## config.mk

```make
export PLATFORM = sky130hd
export DESIGN_NAME = stream_filter_sequencer_flat
export DESIGN_NICKNAME = d
export VERILOG_FILES = /design/src/rtl/filter_pkg.sv /design/src/rtl/stream_filter_sequencer_if.sv /design/src/rtl/filter_pos_counter.sv /design/src/rtl/stream_filter_sequencer.sv /design/src/flat_wrapper.sv
export SDC_FILE = /design/constraint.sdc
export NUM_CORES = 1
export LEC_CHECK = 0
export CORE_MARGIN = 2
export CORE_UTILIZATION = 25
export CTS_CLUSTER_DIAMETER = 30
export DETAILED_ROUTE_END_ITERATION = 16
export HOLD_SLACK_MARGIN = 0.08
export MAX_ROUTING_LAYER = met4
export SYNTH_ARGS = -nofsm -noshare
export SYNTH_HDL_FRONTEND = slang
export SYNTH_SLANG_ARGS = --single-unit
export TNS_END_PERCENT = 50
```

## constraint.sdc

```tcl
create_clock -name clk -period 10.6 [get_ports clk]
set_clock_uncertainty 0.05 [all_clocks]
set_input_delay 1.06 -clock clk [delete_from_list [all_inputs] [get_ports clk]]
set_output_delay 1.06 -clock clk [all_outputs]
set_load 0.01 [all_outputs]
```

## src/rtl/filter_pkg.sv

```systemverilog
// Shared definitions for the stream_filter_sequencer slice.
// Contents:
//   seq_state_e  - sequencer FSM states
//   win_depth    - number of line buffers for a given window size
//   win_radius   - window radius (pixels from centre to edge)
//   clog2_min1   - ceil(log2(n)), never less than 1, used for index widths
package filter_pkg;

  typedef enum logic [0:0] {
    ST_WAIT_SOF = 1'b0,
    ST_ACTIVE   = 1'b1
  } seq_state_e;

  localparam int DEFAULT_FILTER_DIM = 7;

  function automatic int win_depth(input int filter_dim);
    return filter_dim - 1;
  endfunction

  function automatic int win_radius(input int filter_dim);
    return (filter_dim - 1) / 2;
  endfunction

  function automatic int clog2_min1(input int value);
    int r;
    r = 0;
    for (int v = 1; v < value; v = v * 2) begin
      r = r + 1;
    end
    return (r < 1) ? 1 : r;
  endfunction

endpackage

```

## src/rtl/stream_filter_sequencer_if.sv

```systemverilog
// Beat / line-buffer / window bundle between the video stream side and the
// stream_filter_sequencer.
//   beat, beat_user, beat_last : accepted input beat and its tuser/tlast
//   lb_wr_en, lb_addr, lb_wr_sel : line-buffer write controls
//   win_valid, win_sof, win_eol  : window markers aligned with the beat
// master drives the beat and consumes the controls; slave is the sequencer.
interface stream_filter_sequencer_if
  import filter_pkg::*;
#(
  parameter int CNT_W    = 12,
  parameter int LB_SEL_W = clog2_min1(win_depth(DEFAULT_FILTER_DIM))
);
  logic                beat;
  logic                beat_user;
  logic                beat_last;
  logic                lb_wr_en;
  logic [CNT_W-1:0]    lb_addr;
  logic [LB_SEL_W-1:0] lb_wr_sel;
  logic                win_valid;
  logic                win_sof;
  logic                win_eol;

  modport master (
    output beat, beat_user, beat_last,
    input  lb_wr_en, lb_addr, lb_wr_sel, win_valid, win_sof, win_eol
  );

  modport slave (
    input  beat, beat_user, beat_last,
    output lb_wr_en, lb_addr, lb_wr_sel, win_valid, win_sof, win_eol
  );
endinterface

```

## src/rtl/filter_pos_counter.sv

```systemverilog
// Column/row/line-buffer-slot tracking for the filter sequencer.
// Inputs:  clk, reset, adv (beat is a frame pixel), restart (beat is a new
//          pixel (0,0)), clear (drop position, bad cfg), last (tlast),
//          w/h (effective frame geometry for this beat).
// Outputs: col/row/sel (effective position of this beat), col_at_end
//          (col == W-1), line_end, frame_end (unqualified by adv).
module filter_pos_counter #(
  parameter int CNT_W    = 12,
  parameter int LB_SEL_W = 3,
  parameter int WIN_D    = 6
) (
  input  logic                clk,
  input  logic                reset,
  input  logic                adv,
  input  logic                restart,
  input  logic                clear,
  input  logic                last,
  input  logic [CNT_W-1:0]    w,
  input  logic [CNT_W-1:0]    h,
  output logic [CNT_W-1:0]    col,
  output logic [CNT_W-1:0]    row,
  output logic [LB_SEL_W-1:0] sel,
  output logic                col_at_end,
  output logic                line_end,
  output logic                frame_end
);

  logic [CNT_W-1:0]    col_r;
  logic [CNT_W-1:0]    row_r;
  logic [LB_SEL_W-1:0] sel_r;

  // A restarting beat is treated as pixel (0,0) in slot 0 regardless of history.
  assign col        = restart ? {CNT_W{1'b0}} : col_r;
  assign row        = restart ? {CNT_W{1'b0}} : row_r;
  assign sel        = restart ? {LB_SEL_W{1'b0}} : sel_r;
  assign col_at_end = (col == (w - CNT_W'(1)));
  assign line_end   = last || col_at_end;
  assign frame_end  = line_end && (row == (h - CNT_W'(1)));

  // Position registers: advance per pixel, wrap at line and frame ends.
  always_ff @(posedge clk) begin
    if (reset || clear) begin
      col_r <= {CNT_W{1'b0}};
      row_r <= {CNT_W{1'b0}};
      sel_r <= {LB_SEL_W{1'b0}};
    end else if (adv) begin
      if (line_end) begin
        col_r <= {CNT_W{1'b0}};
        if (frame_end) begin
          row_r <= {CNT_W{1'b0}};
          sel_r <= {LB_SEL_W{1'b0}};
        end else begin
          row_r <= row + CNT_W'(1);
          sel_r <= (sel == LB_SEL_W'(WIN_D - 1)) ? {LB_SEL_W{1'b0}} : sel + LB_SEL_W'(1);
        end
      end else begin
        col_r <= col + CNT_W'(1);
        row_r <= row;
        sel_r <= sel;
      end
    end else begin
      col_r <= col_r;
      row_r <= row_r;
      sel_r <= sel_r;
    end
  end

endmodule

```

## src/rtl/stream_filter_sequencer.sv

```systemverilog
// Control sequencer for the stream_video_filter datapath.
// Tracks accepted beats against the latched frame geometry, drives the
// line-buffer write/rotation controls and zero-latency window markers, and
// flags framing errors (resynchronising on SOF).
// Ports:
//   clk, reset            : clock, synchronous active-high reset
//   cfg_width, cfg_height : frame geometry, latched on each accepted SOF
//   bus (slave)           : beat in, line-buffer controls and window markers out
//   frame_done, err_*     : one-cycle pulses, the cycle after the causing beat
//   busy                  : sequencer is inside a frame
module stream_filter_sequencer
  import filter_pkg::*;
#(
  parameter int FILTER_DIM = 7,
  parameter int CNT_W      = 12,
  parameter int LB_SEL_W   = clog2_min1(FILTER_DIM - 1)
) (
  input  logic                       clk,
  input  logic                       reset,
  input  logic [CNT_W-1:0]           cfg_width,
  input  logic [CNT_W-1:0]           cfg_height,
  stream_filter_sequencer_if.slave   bus,
  output logic                       frame_done,
  output logic                       err_cfg,
  output logic                       err_sof,
  output logic                       err_eol_early,
  output logic                       err_eol_late,
  output logic                       busy
);

  localparam int               WIN_D = win_depth(FILTER_DIM);
  localparam logic [CNT_W-1:0] DIM_C = CNT_W'(FILTER_DIM);
  localparam logic [CNT_W-1:0] D_C   = CNT_W'(WIN_D);

  seq_state_e          state_r;
  seq_state_e          state_nxt_s;
  logic [CNT_W-1:0]    w_r;
  logic [CNT_W-1:0]    h_r;
  logic                sof_s;
  logic                cfg_ok_s;
  logic                drop_s;
  logic                pix_s;
  logic [CNT_W-1:0]    w_eff_s;
  logic [CNT_W-1:0]    h_eff_s;
  logic [CNT_W-1:0]    col_s;
  logic [CNT_W-1:0]    row_s;
  logic [LB_SEL_W-1:0] sel_s;
  logic                col_at_end_s;
  logic                line_end_s;
  logic                frame_end_s;
  logic                early_s;
  logic                late_s;
  logic                wr_en_s;
  logic                win_valid_s;
  logic                win_sof_s;
  logic                win_eol_s;

  // Reset wins over a concurrent beat, so every beat qualifier is gated by it.
  assign sof_s    = bus.beat && bus.beat_user && !reset;
  assign cfg_ok_s = (cfg_width >= DIM_C) && (cfg_height >= DIM_C);
  assign drop_s   = sof_s && !cfg_ok_s;
  // A beat is a frame pixel when it is a good SOF, or any non-SOF beat while ACTIVE.
  assign pix_s    = bus.beat && !reset && (sof_s ? cfg_ok_s : (state_r == ST_ACTIVE));
  // The SOF beat itself already uses the geometry being latched.
  assign w_eff_s  = sof_s ? cfg_width  : w_r;
  assign h_eff_s  = sof_s ? cfg_height : h_r;

  filter_pos_counter #(
    .CNT_W    (CNT_W),
    .LB_SEL_W (LB_SEL_W),
    .WIN_D    (WIN_D)
  ) u_pos (
    .clk        (clk),
    .reset      (reset),
    .adv        (pix_s),
    .restart    (sof_s),
    .clear      (drop_s),
    .last       (bus.beat_last),
    .w          (w_eff_s),
    .h          (h_eff_s),
    .col        (col_s),
    .row        (row_s),
    .sel        (sel_s),
    .col_at_end (col_at_end_s),
    .line_end   (line_end_s),
    .frame_end  (frame_end_s)
  );

  assign early_s = pix_s && bus.beat_last && !col_at_end_s;
  assign late_s  = pix_s && !bus.beat_last && col_at_end_s;

  // Output decode: write every pixel, mark windows only once D rows/cols are buffered.
  always_comb begin
    wr_en_s     = 1'b0;
    win_valid_s = 1'b0;
    win_sof_s   = 1'b0;
    win_eol_s   = 1'b0;
    if (pix_s) begin
      wr_en_s     = 1'b1;
      win_valid_s = !early_s && (col_s >= D_C) && (row_s >= D_C);
      win_sof_s   = win_valid_s && (col_s == D_C) && (row_s == D_C);
      win_eol_s   = win_valid_s && col_at_end_s;
    end else begin
      wr_en_s     = 1'b0;
      win_valid_s = 1'b0;
      win_sof_s   = 1'b0;
      win_eol_s   = 1'b0;
    end
  end

  assign bus.lb_wr_en  = wr_en_s;
  assign bus.lb_addr   = col_s;
  assign bus.lb_wr_sel = sel_s;
  assign bus.win_valid = win_valid_s;
  assign bus.win_sof   = win_sof_s;
  assign bus.win_eol   = win_eol_s;
  assign busy          = (state_r == ST_ACTIVE);

  // Next-state: a bad SOF always parks in WAIT_SOF; a pixel stays ACTIVE until frame end.
  always_comb begin
    state_nxt_s = state_r;
    case (state_r)
      ST_WAIT_SOF, ST_ACTIVE: begin
        if (drop_s) begin
          state_nxt_s = ST_WAIT_SOF;
        end else if (pix_s) begin
          state_nxt_s = frame_end_s ? ST_WAIT_SOF : ST_ACTIVE;
        end else begin
          state_nxt_s = state_r;
        end
      end
      default: state_nxt_s = ST_WAIT_SOF;
    endcase
  end

  // State, latched geometry and registered event pulses.
  always_ff @(posedge clk) begin
    if (reset) begin
      state_r       <= ST_WAIT_SOF;
      w_r           <= {CNT_W{1'b0}};
      h_r           <= {CNT_W{1'b0}};
      frame_done    <= 1'b0;
      err_cfg       <= 1'b0;
      err_sof       <= 1'b0;
      err_eol_early <= 1'b0;
      err_eol_late  <= 1'b0;
    end else begin
      state_r <= state_nxt_s;
      if (sof_s) begin
        w_r <= cfg_width;
        h_r <= cfg_height;
      end else begin
        w_r <= w_r;
        h_r <= h_r;
      end
      frame_done    <= pix_s && frame_end_s;
      err_cfg       <= drop_s;
      err_sof       <= sof_s && (state_r == ST_ACTIVE);
      err_eol_early <= early_s;
      err_eol_late  <= late_s;
    end
  end

endmodule

```

## src/flat_wrapper.sv

```systemverilog
// flat-port wrapper written by rule: the top's interface ports become plain ports
module stream_filter_sequencer_flat import filter_pkg::*;
#(
  parameter int FILTER_DIM = 7,
  parameter int CNT_W      = 12,
  parameter int LB_SEL_W   = clog2_min1(FILTER_DIM - 1)
)
  (clk, reset, cfg_width, cfg_height, frame_done, err_cfg, err_sof, err_eol_early, err_eol_late, busy, bus_beat, bus_beat_user, bus_beat_last, bus_lb_wr_en, bus_lb_addr, bus_lb_wr_sel, bus_win_valid, bus_win_sof, bus_win_eol);
  stream_filter_sequencer_if #(.CNT_W(CNT_W), .LB_SEL_W(LB_SEL_W)) bus_i ();
  input  logic clk;
  input  logic reset;
  input  logic [CNT_W-1:0] cfg_width;
  input  logic [CNT_W-1:0] cfg_height;
  output logic frame_done;
  output logic err_cfg;
  output logic err_sof;
  output logic err_eol_early;
  output logic err_eol_late;
  output logic busy;
  input wire logic [$bits(bus_i.beat)-1:0] bus_beat;
  input wire logic [$bits(bus_i.beat_user)-1:0] bus_beat_user;
  input wire logic [$bits(bus_i.beat_last)-1:0] bus_beat_last;
  output wire logic [$bits(bus_i.lb_wr_en)-1:0] bus_lb_wr_en;
  output wire logic [$bits(bus_i.lb_addr)-1:0] bus_lb_addr;
  output wire logic [$bits(bus_i.lb_wr_sel)-1:0] bus_lb_wr_sel;
  output wire logic [$bits(bus_i.win_valid)-1:0] bus_win_valid;
  output wire logic [$bits(bus_i.win_sof)-1:0] bus_win_sof;
  output wire logic [$bits(bus_i.win_eol)-1:0] bus_win_eol;
  assign bus_i.beat = bus_beat;
  assign bus_i.beat_user = bus_beat_user;
  assign bus_i.beat_last = bus_beat_last;
  assign bus_lb_wr_en = bus_i.lb_wr_en;
  assign bus_lb_addr = bus_i.lb_addr;
  assign bus_lb_wr_sel = bus_i.lb_wr_sel;
  assign bus_win_valid = bus_i.win_valid;
  assign bus_win_sof = bus_i.win_sof;
  assign bus_win_eol = bus_i.win_eol;
  stream_filter_sequencer #(.FILTER_DIM(FILTER_DIM), .CNT_W(CNT_W), .LB_SEL_W(LB_SEL_W)) u_core (.clk(clk), .reset(reset), .cfg_width(cfg_width), .cfg_height(cfg_height), .bus(bus_i), .frame_done(frame_done), .err_cfg(err_cfg), .err_sof(err_sof), .err_eol_early(err_eol_early), .err_eol_late(err_eol_late), .busy(busy));
endmodule
```

==> impl_metrics.tcl <==
set metrics [dict create \
    status "finished clean" \
    synthXorXnorAreaFrac_pct 8.90 \
    grt_max_degree 75 \
    cts_setup_buffers 0 \
    setup_violations 0 \
    drc 0 \
    hpwlAfterDp_um 9370 \
    grtUsageTotal_pct 15.3 \
    clockBufferDepth 2 \
    drtIter0Drc 423 \
    slowest_stage "or4_1" \
    synth-simple-area-share_pct 34.2 \
    synth_top_family_by_area "simple AND/OR/NAND/NOR gates" \
    core_um2 16300 \
    wl_per_cell_um 16.2 \
    drive_above_1_share_pct 5.64 \
    yosys.area.top_type "dfxtp_1" \
    wl_um 13000 \
    peakVddDrop_v 0.0000680 \
    synthArstFlopShare_pct 0 \
    synth-seq-area-share_pct 27.6 \
    numCtsBuffers 9 \
    yosys_warnings 0 \
    dpl_worst_slack_ns 4.33 \
    io_pins 54 \
    hp-class "reg -> reg" \
    synth.cell_area_um2 4130 \
    stdcell_count 805 \
    synth_area_leaders "dfxtp_1, nand2_1, xor2_1" \
    clock_sinks 57 \
    htree_levels 3 \
    synth-seq-cells 57 \
    muxShareOfSynthArea_pct 3.15 \
    rsz0062_at_grt "no" \
    ys_top_cells_by_count "nand2_1, dfxtp_1, nor2_1, a21oi_1, clkbuf_1" \
    yosysMostFrequentCell "nand2_1" \
    critPathMaxStageDelay_ns 0.54 \
    fin_ws_ns 4.35 \
    num_antenna_cells 0 \
    dp.cells 789 \
    avgViaCountPerCell 5.21 \
    mappedNetlistNets 585 \
    ys_types 66 \
    slew_violations 0 \
    gr-total-overflow 0 \
    tritoncts "yes" \
    start_util_pct 25.3 \
    first_global_vias 4016 \
    fin_hold_ws_ns 0.418 \
    synth_cells 550 \
    rows 47 \
    synth_fa_ha_area_share_pct 1.82 \
    tightestPinTransition_ns 1.06 \
    die_h_um 133 \
    die-width_um 133 \
    synth_area_per_cell_um2 7.52 \
    finalCritPeriodShare_pct 59.0 \
    max_slew_margin_pct 29.4 \
    grt_pass1_wl_um 21000 \
    area_delta_synth_final_pct 23.4 \
    firstDrtPassIters 4 \
    startpoint_type "primary input" \
    postCtsResizedCells 0 \
    ant_nets 0 \
    p_leak_uw 0.00182 \
    hold_buffers 0 \
    fin_crit_ns 6.25 \
    finalNetCount 615 \
    yosysTopAreaCellShare_pct 27.6 \
    end_kind "output pin" \
    cap_viol_max_count 0 \
    root_buffer "clkbuf_16" \
    antenna_found_initial 0 \
    tns_ns 0 \
    crit_type "in -> out" \
    required_ns 9.49 \
    crit_chain "clkdlybuf4s50_1, buf_4, and3b_2, mux2i_1, ha_1, nand2b_1, nor3_1, xnor2_1, nor2_1, or4_1, a211oi_2, buf_4, nand2b_1, and2_1, and4_1, clkdlybuf4s50_1" \
    vias 4194 \
    clk_pin_slew_ns 0.05 \
    dieArea_um2 17600 \
    ys.flop_type "dfxtp_1" \
    crit_arrival_ns 5.14 \
    crit_fanout 31 \
    finalHoldViolCount 0 \
    fmax_mhz 160 \
    synth_edf_count 0 \
    place_congestion 0.857 \
    io_buffers 53 \
    power_per_cell_area_nw_per_um2 118 \
    clk_latency_ns 0.34 \
    synth_compound_area_share_pct 19.6 \
]
layout make-up:
cell class,count,area [µm²]
multi-input combinational,445,2800
fill,1787,11200
tap,220,275
clock inverter,6,42.5
clock buffer,10,239
inverter,8,30.0
sequential,57,1140
timing repair buffer,59,576
critical path, delay by kind of cell:
| family | cells | cell delay (ns) |
|---|---|---|
| simple gates | 8 | 1.70 |
| mux | 1 | 0.22 |
| xor+xnor | 1 | 0.14 |
| buf+inv | 4 | 1.52 |
| compound gates | 1 | 0.22 |
| fa+ha+maj | 1 | 0.28 |
state kept, by name, indices dropped and copies added (netlist names):
name,count
u_core.busy,1
u_core.err_cfg,1
u_core.err_eol_early,1
u_core.err_eol_late,1
u_core.err_sof,1
u_core.frame_done,1
u_core.h_r,12
u_core.u_pos.col_r,12
u_core.u_pos.row_r,12
u_core.u_pos.sel_r,3
u_core.w_r,12
where the power goes:
part	switching, µW	internal, µW	total, µW	leakage (µW)
combinational	57.4	45.9	103	0.00123
sequential	6.01	220	226	0.000461
clock	111	165	275	0.000135
total	174	430	604	0.00182
cells in the final DEF (no fill, tap or decap), drive strengths merged, types with 17 or more instances in the layout:
cell type,synthesis,layout
and2,20,20
a21oi,30,30
nand2,62,62
nor2,51,51
nor3,20,20
dfxtp,57,57
xor2,23,23
xnor2,19,19
clkdlybuf4s50,0,53
nor4,17,17
per-stage QoR:
step | power, µW | util, % | instance area, µm²
after floorplan | 297 | - | 4130
after global placement | 333 | 29.5 | 4820
after detailed placement | 333 | 29.5 | 4820
after CTS | 609 | 31.2 | 5100
after global routing | 627 | 31.2 | 5100
final | 604 | 31.2 | 5100
cells by family after synthesis:
| group | count (synthesis) |
|---|---|
| simple gates | 263 |
| compound gates | 121 |
| flops | 57 |
| buf+inv | 48 |
| xor+xnor | 42 |
| mux | 13 |
| fa+ha+maj | 6 |
final timing paths:
path,startpoint,end,slack (ns),cells after the start
max,reset,bus_win_sof,4.35,16
min,u_core.h_r[11],u_core.h_r[11],0.42,2
max reg2reg,u_core.w_r[5],u_core.u_pos.sel_r[2],6.63,10
min reg2reg,u_core.h_r[11],u_core.h_r[11],0.42,2
routing by layer:
metal  part of all wire, %  wire length, µm  vias to the layer above  GRT usage (%)
li1                      -                -                     2089              -
met1                    43             5610                     1969           18.2
met2                    49             6410                      105           24.8
met3                   4.4              567                       31           3.10
met4                   3.3              435                        0           7.05
met5                     0                0                        -              -
Power figures use the tool's default switching activity.
